==> config.mk <==
export PLATFORM = sky130hd
export DESIGN_NAME = led_frame_buffer
export DESIGN_NICKNAME = d
export VERILOG_FILES = /design/src/rtl/led_frame_buffer.sv
export SDC_FILE = /design/constraint.sdc
export NUM_CORES = 1
export LEC_CHECK = 0
export BUFFER_PORTS_ARGS = -buffer_cell sky130_fd_sc_hd__buf_2
export CORE_MARGIN = 2
export CORE_UTILIZATION = 57
export DETAILED_ROUTE_END_ITERATION = 8
export PLACE_DENSITY_LB_ADDON = 0.05
export SYNTH_ARGS = -nofsm -noshare
export SYNTH_HDL_FRONTEND = slang
export SYNTH_SLANG_ARGS = --single-unit
==> constraint.sdc <==
create_clock -name clk -period 4.3 [get_ports clk]
set_input_delay 0.645 -clock clk [delete_from_list [all_inputs] [get_ports clk]]
set_output_delay 0.645 -clock clk [all_outputs]
set_load 0.01 [all_outputs]
==> src/rtl/led_frame_buffer.sv <==
// Double-buffered GRB pixel store feeding the WS2812 chain driver.
// Bytes fill the back bank; banks swap only at refresh terminal count.
module led_frame_buffer #(
  parameter int unsigned LEDNUM         = 25,
  parameter int unsigned REFRESH_CYCLES = 500000
) (
  input  logic        clk,
  input  logic        rst_n,
  input  logic        sof,
  input  logic        byte_valid,
  input  logic [7:0]  byte_data,
  input  logic [5:0]  addr_counter,
  output logic [23:0] GRB,
  output logic        ready,
  output logic        frame_valid,
  output logic        overrun
);

  localparam int unsigned CntW = $clog2(REFRESH_CYCLES);
  localparam int unsigned IdxW = (LEDNUM > 1) ? $clog2(LEDNUM) : 1;
  localparam logic [CntW-1:0] TermCnt = CntW'(REFRESH_CYCLES - 1);
  localparam logic [5:0]      LastPix = 6'(LEDNUM - 1);
  localparam logic [5:0]      NumPix  = 6'(LEDNUM);

  typedef enum logic [1:0] {StIdle, StFill, StFull} state_e;

  state_e          state_q;
  logic [1:0]      byte_cnt_q;
  logic [5:0]      pix_cnt_q;
  logic [7:0]      r_q, g_q;
  logic [CntW-1:0] refresh_cnt_q;
  logic            swap_pending_q, front_sel_q, frame_valid_q, overrun_q, ready_q;
  logic [23:0]     bank_q [2][LEDNUM];

  logic tc, swap, sof_ok, byte_in, commit;

  assign tc      = (refresh_cnt_q == TermCnt);
  assign swap    = tc & swap_pending_q;
  // A pending frame blocks a new sof unless it is swapped out on this very edge.
  assign sof_ok  = sof & ((state_q != StFull) | ~swap_pending_q | tc);
  assign byte_in = (state_q == StFill) & byte_valid & ~sof;
  assign commit  = byte_in & (byte_cnt_q == 2'd2);

  always_ff @(posedge clk or negedge rst_n) begin
    if (!rst_n) begin
      state_q        <= StIdle;
      byte_cnt_q     <= '0;
      pix_cnt_q      <= '0;
      r_q            <= '0;
      g_q            <= '0;
      refresh_cnt_q  <= '0;
      swap_pending_q <= 1'b0;
      front_sel_q    <= 1'b0;
      frame_valid_q  <= 1'b0;
      overrun_q      <= 1'b0;
      ready_q        <= 1'b0;
    end else begin
      refresh_cnt_q <= tc ? '0 : refresh_cnt_q + 1'b1;
      ready_q       <= tc & (frame_valid_q | swap_pending_q);

      if (swap) begin
        front_sel_q    <= ~front_sel_q;
        swap_pending_q <= 1'b0;
        frame_valid_q  <= 1'b1;
      end

      if (sof_ok) begin
        state_q    <= StFill;
        byte_cnt_q <= '0;
        pix_cnt_q  <= '0;
        overrun_q  <= 1'b0;
      end else if ((state_q == StFull) && (sof || byte_valid)) begin
        overrun_q <= 1'b1;
      end else if (byte_in) begin
        unique case (byte_cnt_q)
          2'd0: begin
            r_q        <= byte_data;
            byte_cnt_q <= 2'd1;
          end
          2'd1: begin
            g_q        <= byte_data;
            byte_cnt_q <= 2'd2;
          end
          default: begin
            byte_cnt_q <= 2'd0;
            pix_cnt_q  <= pix_cnt_q + 1'b1;
            if (pix_cnt_q == LastPix) begin
              state_q        <= StFull;
              swap_pending_q <= 1'b1;
            end
          end
        endcase
      end
    end
  end

  always_ff @(posedge clk) begin
    if (commit) begin
      bank_q[~front_sel_q][pix_cnt_q[IdxW-1:0]] <= {g_q, r_q, byte_data};
    end
  end

  always_comb begin
    GRB = '0;
    if (frame_valid_q && (addr_counter < NumPix)) begin
      GRB = bank_q[front_sel_q][addr_counter[IdxW-1:0]];
    end
  end

  assign ready       = ready_q;
  assign frame_valid = frame_valid_q;
  assign overrun     = overrun_q;

endmodule

* Word-level counts from Yosys, hierarchy flattened
Memories as Yosys holds them, arrays and structs flattened. Index checks and enable logic that the tools add are counted.
Storage, ports and cells: register bits 50, RAM bits 1200, input port bits 18, output and inout port bits 27, logic and storage cells 87, memories 1
Memory list:
- bank_q | depth 2, bits a word 600, read ports 1, clocked after memory_dff 0, wr ports 1, line 33 | logic [23:0] bank_q [2][LEDNUM];
Cells by class: $add $sub $neg 2, order comparisons 4, equal/unequal tests 9, mux-type cells 30, bitwise logic cells 16, reductions and logical operators 14
Operator list (count):
- $mux W600 | 1
- $bmux W24 S5 | 1
- $demux W24 S5 | 1
- $mux W24 | 4
- $mux W6 | 4
- $add A19 B1 Y19 const B | 1
- $eq A19 B19 Y1 const B | 1
- $mux W19 | 1
- $mux W2 | 8
- $ge A6 B6 Y1 const B | 2
- $not A5 Y6 | 2
- $reduce_and A4 Y1 | 3
- $mux W1 | 9
- $add A6 B1 Y6 const B | 1
- $and A1 B1 Y1 | 6
- $eq A6 B5 Y1 const B | 1
- $lt A6 B1 Y1 const B | 1
- $lt A6 B5 Y1 const B | 1
- $reduce_bool A2 Y1 | 3
- $not A1 Y1 | 5
- $eq A2 B1 Y1 const B | 2
- $eq A2 B2 Y1 const B | 2
- $ne A2 B2 Y1 const B | 2
- $pmux W2 S2 | 1
- 8 further kinds | 12

* Depth between registers and ports, before layout
Gate-level depths: netlist of the first run.
word-level depth 8, depth in mapped cells 10

* Worst setup path before layout of the first run
Ideal clock, no wire load.
kind register to register, from register front_sel_q, to memory bank_q[0][0] in the netlist's numbering, enable pin, setup time 0.475 ns, arrival time 4.033 ns, slack -0.208 ns, cell stages (with the launch flop) 8, clock period less this slack 4.508 ns, cell sequence dfrtp_1 > buf_4 > buf_6 > buf_6 > buf_6 > buf_6 > buf_2 > nor4b_1
Between the ends: word-level cells in the longest chain between the ends 1
RTL lines:
- from (decl) | line 32 | logic swap_pending_q, front_sel_q, frame_valid_q, overrun_q, ready_q;
- from (signal assigned) | line 62 | front_sel_q <= ~front_sel_q;
- $not A1 Y1 | line 99 | bank_q[~front_sel_q][pix_cnt_q[IdxW-1:0]] <= {g_q, r_q, byte_data};
- to (decl) | line 33
Every way passes these cells.

* Worst setup path after layout of the first run
from register front_sel_q, to output port GRB[10]
Between the ends: word-level cells in the longest chain between the ends 5
RTL lines:
- $mem_v2 Z2 W600
- $bmux W24 S5 | line 106 | GRB = bank_q[front_sel_q][addr_counter[IdxW-1:0]];
- $mux W24 (not written as such) (2 in a row) | line 106
- $mux W24 | line 105 | if (frame_valid_q && (addr_counter < NumPix)) begin
- to (decl) | line 13 | output logic [23:0] GRB,
Every way passes these cells. The select of a mux whose other input is x is not followed.

==> impl_metrics.yaml, run 1 <==
run_status:
  outcome: "finished clean"
synthesis:
  synth_edf_count: 1200
  synth_area_leaders: "edfxtp_1 75%, mux4_2 14%, dfrtp_1 2.6%"
  synth_top_area_share_pct: 74.50
  synth_seq_cells: 1250
  synth-main-ff-cell: "edfxtp_1"
  avgSynthCellArea_um2: 21.82
  syn_area_mm2: 0.04837
  syn-num-nets: 2240
  ys_seq_area_share_pct: 77.09
  yosysWarnings: 0
  synth.distinct_cells: 60
  syn_inst: 2217
  synth-async-reset-ratio_pct: 4.000
  synth_largest_area_cell: "edfxtp_1"
timing:
  min_period_ns: 4.153
  tightest_slew_ns: 1.119
  fin_tns_setup_ns: 0
  setup_viol: 0
  skew_ns: 0.02699
  slew_headroom_pct: 25.04
  drv_slew: 0
  rsz0062_at_grt: "false"
  fin_crit_sh_pct: 96.58
  final_hold_viol_count: 0
  fmax_ghz: 0.2408
floorplan:
  dieArea_mm2: 0.08720
  die_h_um: 295.3
  initial_core_util_pct: 57.70
  core_mm2: 0.08382
  die_x_um: 295.3
  num_rows: 106
  pin_count: 45
cts:
  cts.sinks: 1250
  cts_tree: "yes"
  cts_buffers: 133
  htree_num_levels: 4
  clk_pin_slew_ns: 0.06
  cts_max_path_buffers: 3
  clk-insertion-delay-late_ns: 0.73
  cts_root_buffer: "clkbuf_16"
drt:
  routed_wl_um: 114000
  drc: 0
  final_antenna_net_count: 0
  viasPerCell: 6.393
  drt_iter0_markers: 2399
  routedWlPerCell_um: 31.18
  dr.pass1.iters: 5
  routed-via-count: 23370
layout:
  finalNonFillerCells: 3655
  final_nets: 2435
  layout-area-overhead-vs-synth_pct: 14.34
  design_area_mm2: 0.05530
  drive_gt1_share_pct: 30.35
  nFillCells: 5500
pwr:
  p_per_area_mw_per_mm2: 448.7
  pwr-share-comb_pct: 1.8
  swShare_pct: 19.99
  seq_power_share_pct: 53.2
  power_frac_clock_pct: 44.9
  p_total_w: 0.02481
  p_leak_nw: 19.65
  ir_drop_v: 0.0004112
  switchingPower_w: 0.004959
  p_int_w: 0.01985
critical_path:
  setup.worst_path.end_class: "output port"
  worstPathArrival_ns: 3.51
  path_class: "flop to output port"
  critical_path_required_ns: 3.65
  start_kind: "flop"
  crit_fanout: 15
placed_design:
  dpl.cell_count: 3404
  placed_area_mm2: 0.05083
  port_buffers: 44
  gp_congestion: 0.8009
  dp_hpwl_um: 64850
min_path:
  hold_class: "input pin to flop"
grt:
  overflow: 0
  grt_max_degree: 77
  antenna_found_initial: 2
  grt_pass1_vias: 23520
  grtUsageTotal_pct: 26.87
  grt_first_pass_wirelength_um: 164000
run:
  cap_violations: 0
[sequential cells by signal (all words and copies together), names as in the netlist]
register        count
bank_q           1200
ready               1
refresh_cnt_q      19
byte_cnt_q          2
state_q             2
pix_cnt_q           6
frame_valid         1
swap_pending_q      1
overrun             1
g_q                 8
r_q                 8
front_sel_q         1
[cell usage in the layout, fill, tap and decap left out, types with 9 or more instances in the layout]
cell type and n:
edfxtp_1 1200, mux4_2 296, clkbuf_16 136, buf_4 108, mux2i_1 100, nand2_1 49
dfrtp_1 49, nor2_1 48, buf_2 42, nor2_2 32, mux2_2 30, clkbuf_1 30
o21ai_0 28, a21oi_1 24, o221ai_1 20, clkinv_2 20, clkinv_1 20, o22ai_1 19
buf_12 18, nor2_4 16, nor2b_1 14, a211oi_1 12, xor2_1 11, xnor2_1 10
nand2b_1 9, bufinv_16 9, clkbuf_8 9
[power groups by stage]
stage          Sequential [W]  Clock (W)  Combinational (W)
6_report               0.0132     0.0112           0.000453
5_1_grt                0.0132     0.0118           0.000476
4_1_cts                0.0132     0.0113           0.000452
3_5_place_dp           0.0135          0           0.000448
3_3_place_gp           0.0135          0           0.000443
2_1_floorplan          0.0135          0           0.000224
[final cells by class]
cell class / count / area (µm²) / area share, %
Clock inverter: 67 / 701.9 / 1.269
Antenna cell: 4 / 10.01 / 0.01810
Multi-Input combinational cell: 843 / 10730 / 19.40
Tap cell: 1134 / 1419 / 2.566
Timing Repair Buffer: 176 / 1523 / 2.753
Sequential cell: 1250 / 37290 / 67.43
Clock buffer: 173 / 3601 / 6.511
Inverter: 8 / 30.03 / 0.05430
[logic make-up after synthesis]
group                    synth area share, %
AND/OR/NAND/NOR                        2.315
flip-flops                             77.09
AO/OA/AOI/OAI                          2.238
buffers and inverters                  1.275
multiplexers                           16.57
XOR/XNOR                              0.3803
adder cells (fa/ha/maj)               0.1293
[stage by stage]
stage          hold slack (ns)  util (%)  setup slack (ns)
6_report                0.3076     65.98            0.1470
3_3_place_gp            0.4669     60.64            0.3416
5_1_grt                 0.3208     65.97          0.009461
3_5_place_dp            0.4918     60.64            0.3615
2_1_floorplan           0.3494         -           0.06248
4_1_cts                 0.2767     65.88          0.004258
[worst paths after layout]
kind | startpoint | to | slack, ns | cells after the start
max | front_sel_q | GRB[10] | 0.15 | 7
min in group asynchronous | rst_n | swap_pending_q | 0.46 | 2
max in group asynchronous | rst_n | front_sel_q | 2.97 | 3
min reg2reg | refresh_cnt_q[0] | refresh_cnt_q[0] | 0.50 | 1
max reg2reg | front_sel_q | bank_q[0][477] | 1.07 | 7
min | byte_valid | overrun | 0.31 | 5
[what timing repair did]
action,CTS,global route
setup endpoints to repair,20,12
endpoints found under the hold margin,25,0
hold buffers,1,0
pin swaps,0,0
resized for setup,5,13
buffers inserted,5,0
cloned,0,1
[worst max-delay path, stage by stage (launching register included)]
cell	delay, ns
dfrtp_4	0.55
buf_12	0.18
buf_4	0.31
mux4_2	0.57
mux4_2	0.48
o22ai_1	0.28
nor2_1	0.21
buf_2	0.19
[routing by layer]
metal  vias up  wire [µm]  GRT usage, %
li1       9714          -             -
met1     12560      46810         38.62
met2       926      55870         42.89
met3       161       8903         5.518
met4         2       2383         6.983
met5         -         10             0
[cell usage after synthesis, types with 6 or more instances]
| master | count |
|---|---|
| a22oi_1 | 8 |
| o221ai_1 | 20 |
| xnor2_1 | 10 |
| mux2_2 | 30 |
| buf_2 | 40 |
| edfxtp_1 | 1200 |
| nor2_1 | 96 |
| nand4_1 | 6 |
| nor3_1 | 8 |
| nand2b_1 | 9 |
| mux2i_1 | 101 |
| o22ai_1 | 19 |
| o211ai_1 | 7 |
| nand3_1 | 6 |
| nor2b_1 | 14 |
| nand2_1 | 49 |
| a21oi_1 | 25 |
| buf_1 | 8 |
| dfrtp_1 | 50 |
| inv_1 | 8 |
| buf_4 | 11 |
| clkbuf_1 | 49 |
| or3_1 | 8 |
| mux4_2 | 296 |
| or2_2 | 6 |
| a221oi_1 | 7 |
| nor4_1 | 6 |
| buf_6 | 8 |
| xor2_1 | 11 |
| a211oi_1 | 14 |
| o21ai_0 | 34 |
(Power assumes the default switching activity.)
==> run 2: changes to the inputs <==
--- a/config.mk
+++ b/config.mk
@@ -6,8 +6,10 @@
 export NUM_CORES = 1
 export LEC_CHECK = 0
 export BUFFER_PORTS_ARGS = -buffer_cell sky130_fd_sc_hd__buf_2
+export CELL_PAD_IN_SITES_DETAIL_PLACEMENT = 0
+export CELL_PAD_IN_SITES_GLOBAL_PLACEMENT = 2
 export CORE_MARGIN = 2
-export CORE_UTILIZATION = 57
+export CORE_UTILIZATION = 46
 export DETAILED_ROUTE_END_ITERATION = 8
 export PLACE_DENSITY_LB_ADDON = 0.05
 export SYNTH_ARGS = -nofsm -noshare
==> impl_metrics.yaml, run 2 (same netlist as run 1, synthesis figures left out) <==
cts:
  clk-insertion-delay-late_ns: 0.73
  htree_num_levels: 4
  clk_pin_slew_ns: 0.05
  cts_max_path_buffers: 3
  cts_buffers: 136
  cts_tree: "yes"
  cts.sinks: 1250
  cts_root_buffer: "clkbuf_16"
placed_design:
  dp_hpwl_um: 74280
  placed_area_mm2: 0.05178
  port_buffers: 44
  gp_congestion: 0.7676
floorplan:
  die_h_um: 328.3
  core_mm2: 0.1039
  dieArea_mm2: 0.1078
  num_rows: 118
  die_x_um: 328.3
  initial_core_util_pct: 46.53
  pin_count: 45
timing:
  fin_crit_sh_pct: 97.82
  rsz0062_at_grt: "false"
  final_hold_viol_count: 0
  tightest_slew_ns: 1.174
  setup_viol: 0
  fmax_ghz: 0.2377
  drv_slew: 0
  fin_tns_setup_ns: 0
  min_period_ns: 4.206
  skew_ns: 0.02253
  slew_headroom_pct: 21.71
layout:
  layout_common_cells: "1200 x edfxtp_1, 296 x mux4_2, 143 x clkbuf_16, 124 x buf_4, 100 x mux2i_1"
  final_core_util_pct: 54.13
  final_nets: 2472
  diodes: 0
  drive_gt1_share_pct: 30.90
  nFillCells: 8013
  layout-area-overhead-vs-synth_pct: 16.32
  largest_reg_flops: 1200
  design_area_mm2: 0.05626
  layout.cells.most_common: "edfxtp_1"
pwr:
  p_per_area_mw_per_mm2: 442.9
  p_leak_nw: 19.86
  seq_power_share_pct: 53.0
  switchingPower_w: 0.004986
  ir_drop_v: 0.0002996
  pwr-share-comb_pct: 1.9
  swShare_pct: 20.01
  p_int_w: 0.01993
  power_frac_clock_pct: 45.1
drt:
  drt_iter0_markers: 2515
  viasPerCell: 6.034
  routed_wl_um: 129400
  routed-via-count: 23780
  drc: 0
  dr.pass1.iters: 5
  final_antenna_net_count: 0
  routedWlPerCell_um: 32.85
run_status:
  outcome: "finished clean"
critical_path:
  worstPathArrival_ns: 3.56
  worstPathCellList: "buf_12, buf_12, buf_12, buf_4, mux2i_1, o21ai_1, o32ai_2, nor4_2, buf_4, buf_2"
  crit_fanout: 18
  setup.worst_path.end_class: "output port"
  cp_slowest_cell: "nor4_2"
  critical_path_required_ns: 3.65
  cpMostUsedCell: "buf_12"
  path_class: "flop to output port"
  cpPeakStageDelay_ns: 0.61
  start_kind: "flop"
grt:
  grt_first_pass_wirelength_um: 182200
  grt_pass1_vias: 24130
  grt_max_degree: 68
  grtUsageTotal_pct: 24.42
  overflow: 0
  antenna_found_initial: 1
run:
  cap_violations: 0
min_path:
  hold_class: "input pin to flop"
==> run 2: cell types whose count changed in the layout (fill, tap and decap cells not counted), sizes merged <==
cell | before | now
buf | 173 | 207
clkinv | 46 | 55
clkinvlp | 4 | 3
diode | 4 | 0
bufinv | 9 | 8
clkbuf | 175 | 177
==> run 2: power groups by stage <==
stage	combinational (W)	sequential [W]	clock (W)
after global placement	0.000477	0.0135	0
after detailed placement	0.000483	0.0135	0
after global routing	0.000505	0.0132	0.0119
final	0.000479	0.0132	0.0112
after floorplan	0.000224	0.0135	0
after CTS	0.000486	0.0132	0.0115
==> run 2: what timing repair did <==
| item | in CTS | in global routing |
|---|---|---|
| hold endpoints to repair | 16 | 0 |
| resized for setup | 7 | 6 |
| buffers inserted | 5 | 0 |
| cloned | 0 | 1 |
| pin swaps | 0 | 0 |
| endpoints found under the setup margin | 23 | 7 |
| hold buffers | 1 | 0 |
==> run 2: critical path: cells and delay by family (launching register included) <==
family	cells	cell delay [ns]
buffers and inverters	6	1.01
and+or+nand+nor	1	0.61
AOI/OAI and AO/OA	2	0.57
DFF	1	0.50
muxes	1	0.11
==> run 2: worst paths after layout <==
kind	start	endpoint	slack (ns)	cells past startpoint
max	front_sel_q	GRB[7]	0.09	10
min	byte_valid	overrun	0.30	5
max reg2reg	state_q[1]	bank_q[0][428]	1.19	8
min reg2reg	refresh_cnt_q[0]	refresh_cnt_q[0]	0.49	1
max in group asynchronous	rst_n	front_sel_q	2.78	3
min in group asynchronous	rst_n	r_q[7]	0.56	2
==> run 2: per-layer routing <==
layer  routed length, µm  global-route usage [%]  up-vias  part of all wire [%]
met5                   0                       0        -                     0
met4                3316                   7.068        0                   2.6
met3                7544                   4.239      168                   5.8
met2               62730                   38.69      783                    48
met1               55830                   35.16    13040                    43
li1                    -                       -     9785                     -
==> run 2: per-stage QoR <==
step | hold WS, ns | setup slack (ns) | std cells | total power, W
floorplan | 0.3494 | 0.06248 | 2217 | 0.01369
global placement | 0.4714 | 0.03828 | 3684 | 0.01394
detailed placement | 0.4867 | 0.02418 | 3684 | 0.01394
CTS | 0.2557 | 0.0006324 | 3939 | 0.02516
global route | 0.3104 | 0.008263 | 3940 | 0.02565
finish | 0.3020 | 0.09367 | 3940 | 0.02492
==> run 2: cell type report <==
cell class / count / area, µm² / share of cell area (%)
Clock buffer: 175 / 3717 / 6.607
Clock inverter: 74 / 575.6 / 1.023
Inverter: 8 / 30.03 / 0.05337
Multi-Input combinational cell: 843 / 10910 / 19.39
Sequential cell: 1250 / 37290 / 66.28
Tap cell: 1380 / 1727 / 3.069
Timing Repair Buffer: 210 / 2012 / 3.576
